--- src/rtl/memory_port_arbiter.sv ---
// memory_port_arbiter: shares one fixed-latency memory port between fetch and load/store,
// data first, with fetch forced through after STARVE_LIMIT consecutive data grants.
module memory_port_arbiter #(
  parameter int DATA_WIDTH = 32,
  parameter int INSTRUCTION_WIDTH = 32,
  parameter int MEM_LATENCY = 1,
  parameter int STARVE_LIMIT = 4
) (
  input  logic                         clk,
  input  logic                         reset,
  input  logic                         if_req_valid,
  input  logic [DATA_WIDTH-1:0]        if_req_addr,
  output logic                         if_req_ready,
  input  logic                         if_flush,
  output logic                         if_rsp_valid,
  output logic [INSTRUCTION_WIDTH-1:0] if_rsp_data,
  input  logic                         ls_req_valid,
  input  logic                         ls_req_write,
  input  logic [DATA_WIDTH-1:0]        ls_req_addr,
  input  logic [DATA_WIDTH-1:0]        ls_req_wdata,
  input  logic [3:0]                   ls_req_byteEn,
  output logic                         ls_req_ready,
  output logic                         ls_rsp_valid,
  output logic [DATA_WIDTH-1:0]        ls_rsp_data,
  output logic                         mem_en,
  output logic                         mem_we,
  output logic [DATA_WIDTH-1:0]        mem_addr,
  output logic [DATA_WIDTH-1:0]        mem_wdata,
  output logic [3:0]                   mem_byteEn,
  input  logic [DATA_WIDTH-1:0]        mem_rdata,
  output logic                         busy
);
  typedef enum logic [1:0] {IDLE, ISSUE, WAIT, RESP} state_t;
  state_t state;
  logic [3:0] cnt, streak;
  logic owner_if, write, drop, force_if, idle, st_wr;
  assign idle = state == IDLE;
  assign force_if = streak == 4'(STARVE_LIMIT) && if_req_valid && !if_flush;
  assign ls_req_ready = idle && ls_req_valid && !force_if;
  assign if_req_ready = idle && if_req_valid && !if_flush && (!ls_req_valid || force_if);
  assign st_wr = ls_req_ready && ls_req_write;
  assign busy = !idle;
  assign if_rsp_valid = state == RESP && owner_if && !drop && !if_flush;
  assign ls_rsp_valid = state == RESP && !owner_if;
  always_ff @(posedge clk or negedge reset)
    if (!reset) begin
      state <= IDLE;
      cnt <= '0;
      streak <= '0;
      owner_if <= 1'b0;
      write <= 1'b0;
      drop <= 1'b0;
      mem_en <= 1'b0;
      mem_we <= 1'b0;
      mem_addr <= '0;
      mem_wdata <= '0;
      mem_byteEn <= '0;
      if_rsp_data <= '0;
      ls_rsp_data <= '0;
    end else begin
      case (state)
        IDLE: begin
          if (ls_req_ready || if_req_ready) begin
            state <= ISSUE;
            mem_en <= 1'b1;
            mem_we <= st_wr;
            write <= st_wr;
            owner_if <= !ls_req_ready;
            mem_addr <= ls_req_ready ? ls_req_addr : if_req_addr;
            mem_wdata <= st_wr ? ls_req_wdata : '0;
            mem_byteEn <= st_wr ? ls_req_byteEn : 4'hf;
          end
          // streak counts data wins only while fetch is actually waiting
          streak <= (ls_req_ready && if_req_valid) ? (streak == 4'(STARVE_LIMIT) ? streak : streak + 4'd1)
                  : ((if_req_ready || !if_req_valid) ? 4'd0 : streak);
        end
        ISSUE: begin
          mem_en <= 1'b0;
          mem_we <= 1'b0;
          cnt <= 4'(MEM_LATENCY);
          drop <= drop || (owner_if && if_flush);
          state <= WAIT;
        end
        WAIT: begin
          drop <= drop || (owner_if && if_flush);
          if (cnt == 4'd1) begin
            state <= RESP;
            if (owner_if) if_rsp_data <= mem_rdata[INSTRUCTION_WIDTH-1:0];
            else ls_rsp_data <= write ? '0 : mem_rdata;
          end else cnt <= cnt - 4'd1;
        end
        RESP: begin
          state <= IDLE;
          drop <= 1'b0;
        end
        default: state <= IDLE;
      endcase
    end
endmodule

--- config.mk ---
export PLATFORM = sky130hd
export DESIGN_NAME = memory_port_arbiter
export DESIGN_NICKNAME = d
export VERILOG_FILES = /design/src/rtl/memory_port_arbiter.sv
export SDC_FILE = /design/constraint.sdc
export NUM_CORES = 1
export LEC_CHECK = 0
export BUFFER_PORTS_ARGS = -buffer_cell sky130_fd_sc_hd__buf_4
export CORE_MARGIN = 3
export CORE_UTILIZATION = 40
export CTS_CLUSTER_DIAMETER = 50
export DETAILED_ROUTE_END_ITERATION = 16
export GPL_TIMING_DRIVEN = 0
export PLACE_DENSITY_LB_ADDON = 0.05
export RECOVER_POWER = 25
export SLEW_MARGIN = 40
export SYNTH_ARGS = -nofsm -noshare
export SYNTH_HDL_FRONTEND = slang
export SYNTH_SLANG_ARGS = --single-unit
export TNS_END_PERCENT = 50
--- constraint.sdc ---
create_clock -name clk -period 2.35 [get_ports clk]
set_input_delay 0.235 -clock clk [delete_from_list [all_inputs] [get_ports clk]]
set_output_delay 0.235 -clock clk [all_outputs]
set_load 0.01 [all_outputs]
==> metrics.cfg, run 1 <==
[critical_path]
cp_max_fo=10
startpoint_type=flop
r2r_start=cnt[1]
startpoint=streak[0]
path_class=flop to output pin
r2r_end=ls_rsp_data[26]
critPathTopFamily=buffers and inverters
reg2reg_depth=7
crit_buf_inv=5
r2r_slack_ns=0.14
cp.arrival_ns=2.02
crit_chain=inv_1, ha_2, and3b_2, o211ai_1, buf_4, buf_8, inv_1, buf_4
crit_end=if_req_ready
critPathSlowestCell=dfrtp_1
crit_path_end_kind=output pin
slowest_delay_ns=0.42
cp.depth=8
required_ns=2.12

[sta]
fin_crit_sh_pct=96.16
setup_tns_ns=0
timing.slew.headroom_pct=33.21
hold_violations=0
finalMaxSlewViolations=0
period_needed_ns=2.260
fin_ws_ns=0.09024
rsz0062_at_grt=true
clock_skew_ns=0.009106
setup_viol=0
max_slew.worst_pin.slew_ns=1.002
clock.fmax_mhz=442.5
hold_ws_ns=0.02731

[detailed_routing]
drtAntennaViolNets=0
drtIter0Drc=200
vias=5004
routed_wl_um=18120
drc=0
viasPerCell=5.111
wl_per_cell_um=18.50
first_pass_iters=4

[place]
place_congestion=0.7806
dpl.hpwl_um=13460
placedInstanceArea_mm2=0.008823
dpl_worst_slack_ns=-0.1612
port_buffers=275

[synthesis]
synth_ff_type=dfrtp_1
ys_ff_latch=147
synthArstFlopShare_pct=100.0
syn_inst=458
ys_types=45
synth.net_count=605
yosys_warnings=0
avgSynthCellArea_um2=14.04
ys_seq_area_share_pct=57.19
syn_area_mm2=0.006432
synth-edff-count=0

[clock_tree]
root_buffer=clkbuf_16
cts.sinks=147
cts_tree=yes
ctsHtreeMaxLevel=4
path_clk_slew_ns=0.06
clk_path_buf_depth=2
numCtsBuffers=17
clock_latency_ns=0.42

[power_and_ir_drop]
ir_drop_mv=0.5988
p_int_w=0.008797
power_density_mw_per_mm2=1367
switchingPower_w=0.004169
p_comb_share_pct=43.2
seq_power_share_pct=34.1
p_leak_nw=4.626
pwr-share-clk_pct=22.7
swShare_pct=32.15

[floorplanning]
core_mm2=0.01548
pin_count=277
dieHeight_um=132.8
die_w_um=132.8
start_util_pct=41.54
fp.dieArea_mm2=0.01764
rows=45

[global_route]
overflow=0
grt_usage_pct=20.82
grt_pass1_vias=5482
grt_pass1_wl_um=29180
antenna_found_initial=0
grt_max_degree=74

[final_layout]
drive_above_1_share_pct=55.47
fillers=1244
n_antenna_cell=0
multi_input_area_mm2=0.002529
final_common_cell=buf_4
syn2layout_area_growth_pct=47.48
seqCellArea_mm2=0.003679
final_cell_mix=buf_4 (277), dfrtp_1 (147), nor2b_1 (36)
final_nets=902
fin_area_mm2=0.009487

[hold_path]
min_from=ls_req_byteEn[1]
min_delay_path_depth=2
hp-class=input pin to flop

[status]
status=finished, final reports clean

[job]
maxCapViolations=0

==> sequential cells by signal (all words and copies together), names as in the netlist <==
register and cells:
mem_wdata 32, ls_rsp_data 32, if_rsp_data 32, streak 4
mem_addr 32, mem_byteEn 4, owner_if 1, cnt 4
mem_we 1, write 1, mem_en 1, drop 1
state 2
==> power by group through the flow <==
stage | combinational (W) | sequential [W] | clock [W]
global route | 0.00603 | 0.00458 | 0.00313
global placement | 0.00552 | 0.00438 | 0
floorplan | 0.00251 | 0.00485 | 0
detailed placement | 0.00566 | 0.00442 | 0
finish | 0.00559 | 0.00443 | 0.00295
CTS | 0.00568 | 0.00442 | 0.00301
==> synthesized netlist by cell type, drive strengths merged (3+ instances only) <==
cell type  count  area (µm²)
dfrtp        147        3679
mux2          65       844.6
nor2b         36       225.2
a211o         33       289.0
a22o          32       280.3
o221a         32       360.4
clkbuf        28       105.1
inv           13       48.80
buf            9       102.6
ha             9       112.6
a21oi          5       25.02
nand3          5       25.02
o22a           5       43.79
nor3           4       25.02
mux2i          3       30.03
==> stage by stage <==
stage	cells	power (W)	utilization (%)
final	979	0.01297	61.27
after global routing	979	0.01374	61.27
after CTS	978	0.01311	61.40
after detailed placement	946	0.01008	56.99
after global placement	944	0.009903	56.58
after floorplan	458	0.007359	-
==> metal layers <==
metal / GRT usage, % / vias up / wire length (µm)
met2: 35.05 / 185 / 8994
met3: 7.567 / 28 / 1411
met1: 24.57 / 2468 / 7313
met5: 0 / - / 0
met4: 7.390 / 0 / 397
li1: - / 2323 / -
==> cell type report <==
cell class              count  share of cell area [%]
plain buffers              35                   2.334
clock buffers              21                   4.959
clock inverters            11                   1.833
inverters                  13                  0.5144
multi-input cells         261                   26.66
flip-flops and latches    147                   38.78
well taps                 211                   2.783
repair buffers            280                   22.14
==> kinds of logic (layout without fill, tap and decap cells) <==
logic type      Yosys count  in the layout  synth area share, %
compound gates          125            125                17.78
fa+ha+maj                 9              9                1.751
buf+inv                  50            360                3.988
flops                   147            147                57.19
mux                      68             68                13.60
simple gates             59             59                5.699
==> worst min path at each step <==
stage | to
finish | mem_byteEn[1]
global route | mem_byteEn[1]
CTS | mem_byteEn[1]
detailed placement | if_rsp_data[4]
global placement | mem_byteEn[3]
floorplan | cnt[0]
==> repair_timing <==
item,CTS,global route
endpoints found under the setup margin,66,52
pin swaps,1,1
resized for setup,11,10
setup buffers,1,1
hold endpoints to repair,147,0
hold buffers,1,0
No activity file was read; power rests on OpenSTA's default activity.
==> run 2: changes to the inputs <==
--- a/config.mk
+++ b/config.mk
@@ -5,6 +5,7 @@
 export SDC_FILE = /design/constraint.sdc
 export NUM_CORES = 1
 export LEC_CHECK = 0
+export ABC_AREA = 1
 export BUFFER_PORTS_ARGS = -buffer_cell sky130_fd_sc_hd__buf_4
 export CORE_MARGIN = 3
 export CORE_UTILIZATION = 40
@@ -13,6 +14,7 @@
 export GPL_TIMING_DRIVEN = 0
 export PLACE_DENSITY_LB_ADDON = 0.05
 export RECOVER_POWER = 25
+export SKIP_CTS_REPAIR_TIMING = 1
 export SLEW_MARGIN = 40
 export SYNTH_ARGS = -nofsm -noshare
 export SYNTH_HDL_FRONTEND = slang
==> run 2 against run 1 <==
Effect of this change: the run now ends with max-capacitance violations left; sequential share of layout area up 0.24 points; combinational power shrank 10%; synthesized area increased by 1.4%; hold slack worse by 0.013 ns; count of clock-buffer cells in the layout rose by 4; critical path type unchanged; critical endpoint is now ls_req_ready; largest cell class unchanged; largest power group unchanged.
==> metrics.cfg, run 2 <==
[status]
status=complete, but fails checks
violations=max-capacitance violations

[place]
port_buffers=276
dpl.hpwl_um=14730
place_congestion=0.7833

[floorplanning]
start_util_pct=40.91
pin_count=277
die_w_um=133.7
rows=46
core_mm2=0.01594
fp.dieArea_mm2=0.01787
dieHeight_um=133.7

[synthesis]
syn_inst=790
yosysTopAreaCell=dfrtp_1
synth_ff_type=dfrtp_1
synthArstFlopShare_pct=100.0
synth.net_count=937
synth.most_common_cell=nand2_1
synth-edff-count=0
avgSynthCellArea_um2=8.256
syn_area_mm2=0.006523
ys_types=30
ys_seq_area_share_pct=56.40
netlist.area_leader.share_pct=56.40
yosys_warnings=0
ys_top_cells_by_area=dfrtp_1 (56%), nand2_1 (22%), o21ai_0 (5.8%)
ys_ff_latch=147
synthTopCellsByCount=nand2_1 (383), dfrtp_1 (147), o21ai_0 (75)

[detailed_routing]
wl_per_cell_um=14.81
drtIter0Drc=285
viasPerCell=4.591
routed_wl_um=19510
drtAntennaViolNets=0
drc=0
first_pass_iters=5
vias=6046

[critical_path]
cp_max_fo=10
path_class=flop to output pin
required_ns=2.12
startpoint_type=flop
cp_common_cell=inv_1
slowest_delay_ns=0.42
crit_buf_inv=5
crit_chain=inv_1, ha_1, nand2_1, inv_4, nand2_8, buf_6, inv_1, buf_4
critPathTopFamily=buffers and inverters
crit_path_end_kind=output pin
cp.arrival_ns=1.94
critPathSlowestCell=dfrtp_1

[sta]
hold_violations=0
rsz0062_at_grt=false
clock.fmax_mhz=459.1
hold_ws_ns=0.01433
finalMaxSlewViolations=0
clock_skew_ns=0.009593
period_needed_ns=2.178
fin_crit_sh_pct=92.69
setup_viol=0
timing.slew.headroom_pct=0.9784
setup_tns_ns=0
max_slew.worst_pin.slew_ns=1.485

[global_route]
overflow=0
grt_pass1_wl_um=30460
antenna_found_initial=0
grt_max_degree=62
grt_usage_pct=21.66
grt_pass1_vias=5735

[final_layout]
multi_input_area_mm2=0.002349
drive_above_1_share_pct=29.52
final_common_cell=nand2_1
n_antenna_cell=0
seqCellArea_mm2=0.003679
fillers=1518
final_cell_mix=nand2_1 (383), buf_4 (254), dfrtp_1 (147)
final_nets=1235
syn2layout_area_growth_pct=44.56

[clock_tree]
root_buffer=clkbuf_16
ctsHtreeMaxLevel=4
numCtsBuffers=17
clock_latency_ns=0.42
cts_tree=yes
path_clk_slew_ns=0.06
cts.sinks=147
clk_path_buf_depth=2

[power_and_ir_drop]
swShare_pct=37.32
seq_power_share_pct=35.4
p_leak_nw=5.286
p_int_w=0.007469
switchingPower_w=0.004447
ir_drop_mv=0.6063
pwr-share-clk_pct=22.6
power_density_mw_per_mm2=1264
p_comb_share_pct=42.0

[hold_path]
hp-class=input pin to flop

[job]
maxCapViolations=1

## run 2: worst reg2reg max path: stages, from the launching register on
cell	delay (ns)
dfrtp_1	0.42
inv_1	0.12
ha_1	0.15
clkbuf_1	0.25
nand3_2	0.27
clkbuf_1	0.35
nand2_1	0.14
o21ai_0	0.08
## run 2: metal layers
layer,track usage [%],share of wire (%),up-vias
met5,0,0,-
met4,9.257,3.2,0
met3,5.211,6.2,38
met2,34.14,47,180
met1,28.75,44,2794
li1,-,-,3034
## run 2: power groups by stage
stage / clock (W) / sequential, W / combinational [W]
after floorplan: 0 / 0.00470 / 0.00202
after global placement: 0 / 0.00423 / 0.00515
after detailed placement: 0 / 0.00425 / 0.00522
after CTS: 0.00274 / 0.00422 / 0.00524
after global routing: 0.00285 / 0.00436 / 0.00558
final: 0.00269 / 0.00422 / 0.00501
## run 2: final cells by class
type                       instances  area share [%]
sequential                       147           39.01
multi-input combinational        538           24.91
timing repair buffer             279           21.63
clock buffer                      25           5.573
tap                              216           2.866
inverter                          66           2.654
buffer                            39           2.614
clock inverter                     7          0.7431
## run 2: cell families (layout without fill, tap and decap cells)
family,Yosys count,count (layout),share of synthesized area [%]
fa+ha+maj,9,9,1.726
flops,147,147,56.40
simple gates,444,444,27.53
xor+xnor,1,1,0.1343
compound gates,84,84,6.618
buf+inv,105,416,7.596
## run 2: final timing paths
check	slack (ns)	depth (start not counted)	end	startpoint
setup / recovery	0.17	8	ls_req_ready	state[0]
hold / removal	0.01	3	mem_wdata[1]	ls_req_wdata[1]
setup reg to reg	0.45	7	if_rsp_data[29]	state[0]
hold reg to reg	0.47	2	mem_addr[29]	mem_addr[29]
max in group asynchronous	0.35	4	ls_rsp_data[18]	reset
min in group asynchronous	0.25	2	mem_wdata[13]	reset
## run 2: per-stage QoR
stage	power [W]	util [%]	std cells	setup slack, ns	cell area [µm²]
2_1_floorplan	0.006722	-	790	0.7850	6523
3_3_place_gp	0.009379	55.60	1282	0.3012	8865
3_5_place_dp	0.009474	56.00	1284	0.4522	8927
4_1_cts	0.01220	59.73	1316	0.04734	9523
5_1_grt	0.01278	59.14	1317	0.03848	9429
6_report	0.01192	59.14	1317	0.1718	9429
==> run 3: changes to the inputs <==
--- a/config.mk
+++ b/config.mk
@@ -6,11 +6,12 @@
 export NUM_CORES = 1
 export LEC_CHECK = 0
 export ABC_AREA = 1
-export BUFFER_PORTS_ARGS = -buffer_cell sky130_fd_sc_hd__buf_4
+export CAP_MARGIN = 20
 export CORE_MARGIN = 3
 export CORE_UTILIZATION = 40
 export CTS_CLUSTER_DIAMETER = 50
 export DETAILED_ROUTE_END_ITERATION = 16
+export DONT_BUFFER_PORTS = 1
 export GPL_TIMING_DRIVEN = 0
 export PLACE_DENSITY_LB_ADDON = 0.05
 export RECOVER_POWER = 25
==> run 3 against run 2 <==
Effect of this change: the run ends with negative hold slack left; combinational power shrank 46%; hold slack worse by 0.49 ns; setup slack improved by 0.025 ns; first-iteration DRC count up 8.8%; sequential power rose by 19%; clock skew decreased by 0.00076 ns; global-route usage shrank 1.7 points; die area unchanged; count of clock-buffer cells in the layout down 3; core utilization decreased by 9.0 points; critical endpoint unchanged; highest routed layer unchanged.
==> metrics.cfg, run 3 (synthesized netlist as in run 2, its figures left out) <==
[global_route]
overflow=0
grt_max_degree=148
grt_pass1_wl_um=27970
antenna_found_initial=0
grt_usage_pct=19.97
grt_pass1_vias=5161

[sta]
finalMaxSlewViolations=0
setup_viol=0
period_needed_ns=2.153
max_slew.worst_pin.slew_ns=0.5822
setup_tns_ns=0
clock.fmax_mhz=464.4
hold_violations=159
fin_crit_sh_pct=91.63
clock_skew_ns=0.008836
rsz0062_at_grt=false
hold_ws_ns=-0.4805
timing.slew.headroom_pct=61.19

[place]
placedInstanceArea_mm2=0.006793
dpl.hpwl_um=13350
port_buffers=0
place_congestion=0.7811

[final_layout]
final_cell_mix=nand2_1 (383), dfrtp_1 (147), o21ai_0 (75)
final_nets=1019
drive_above_1_share_pct=7.475
syn2layout_area_growth_pct=22.67
fillers=1544
n_antenna_cell=0
fin_util_pct=50.19
fin_area_mm2=0.008001
final_common_cell=nand2_1

[hold_path]
hp-class=input pin to async pin

[detailed_routing]
drtAntennaViolNets=0
viasPerCell=4.940
drtIter0Drc=310
first_pass_iters=4
drc=0
wl_per_cell_um=16.86
vias=5429
routed_wl_um=18530

[power_and_ir_drop]
ir_drop_mv=0.5384
p_total_w=0.01037
p_leak_nw=4.237
power_density_mw_per_mm2=1295

[floorplanning]
dieHeight_um=133.7
fp.dieArea_mm2=0.01787
core_mm2=0.01594
rows=46
die_w_um=133.7
start_util_pct=40.91
pin_count=277

[critical_path]
r2r_slack_ns=0.43
reg2reg_depth=7
r2r_start=state[0]
startpoint=state[0]
crit_path_end_kind=output pin
startpoint_type=flop
path_class=flop to output pin
r2r_end=if_rsp_data[31]
required_ns=2.12
cp_max_fo=10
cp.arrival_ns=1.92
crit_end=ls_req_ready

[status]
violations=negative hold slack
status=complete, but fails checks

[clock_tree]
numCtsBuffers=17
root_buffer=clkbuf_16
clock_latency_ns=0.41
ctsHtreeMaxLevel=4
clk_path_buf_depth=2
path_clk_slew_ns=0.06
cts_tree=yes
cts.sinks=147

[job]
maxCapViolations=0

[run 3: changes by cell type in the layout (fill, tap and decap cells not counted), moves of 4 or more]
| cell | before | now |
|---|---|---|
| dlygate4sd3_1 | 1 | 63 |
| clkbuf_8 | 7 | 3 |
| clkbuf_1 | 38 | 17 |
| buf_4 | 254 | 1 |
[run 3: per-layer routing]
layer / track usage (%) / part of all wire, % / vias up
li1: - / - / 2611
met1: 25.64 / 42 / 2563
met2: 31.21 / 48 / 220
met3: 6.722 / 7.6 / 35
met4: 8.171 / 2.8 / 0
met5: 0 / 0 / -
[run 3: power breakdown]
group | switching [W] | internal (W) | total (W)
registers | 0.00141 | 0.00364 | 0.00504
clock network | 0.000997 | 0.00164 | 0.00263
logic | 0.00170 | 0.000993 | 0.00269
[run 3: critical path: stages (launching register included)]
cell and delay (ns):
dfrtp_1 0.40, inv_1 0.10, ha_1 0.27, nand2_1 0.11, clkinv_2 0.19, nand2_8 0.18
buf_6 0.17, inv_1 0.10
[run 3: area by class of cell]
type,instances,area (µm²),share of cell area [%]
Sequential cell,147,3679,45.97
Multi-Input combinational cell,538,2349,29.35
Timing Repair Buffer,63,630.6,7.881
Clock buffer,22,474.2,5.927
Tap cell,216,270.3,3.378
Inverter,66,249.0,3.112
Buffer,39,246.5,3.081
Clock inverter,8,103.9,1.298
[run 3: worst min-delay path by stage]
| stage | startpoint | end | depth (start not counted) |
|---|---|---|---|
| floorplan | reset | cnt[0] | 0 |
| global placement | reset | mem_wdata[13] | 0 |
| detailed placement | reset | mem_wdata[17] | 0 |
| CTS | reset | mem_wdata[17] | 0 |
| global route | reset | mem_wdata[13] | 0 |
| finish | reset | mem_wdata[17] | 0 |
[run 3: per-stage QoR]
step / setup slack (ns) / instances
3_3_place_gp: 0.4701 / 1006
2_1_floorplan: 0.7850 / 790
6_report: 0.1967 / 1099
5_1_grt: 0.03200 / 1099
3_5_place_dp: 0.4164 / 1006
4_1_cts: 0.1517 / 1036
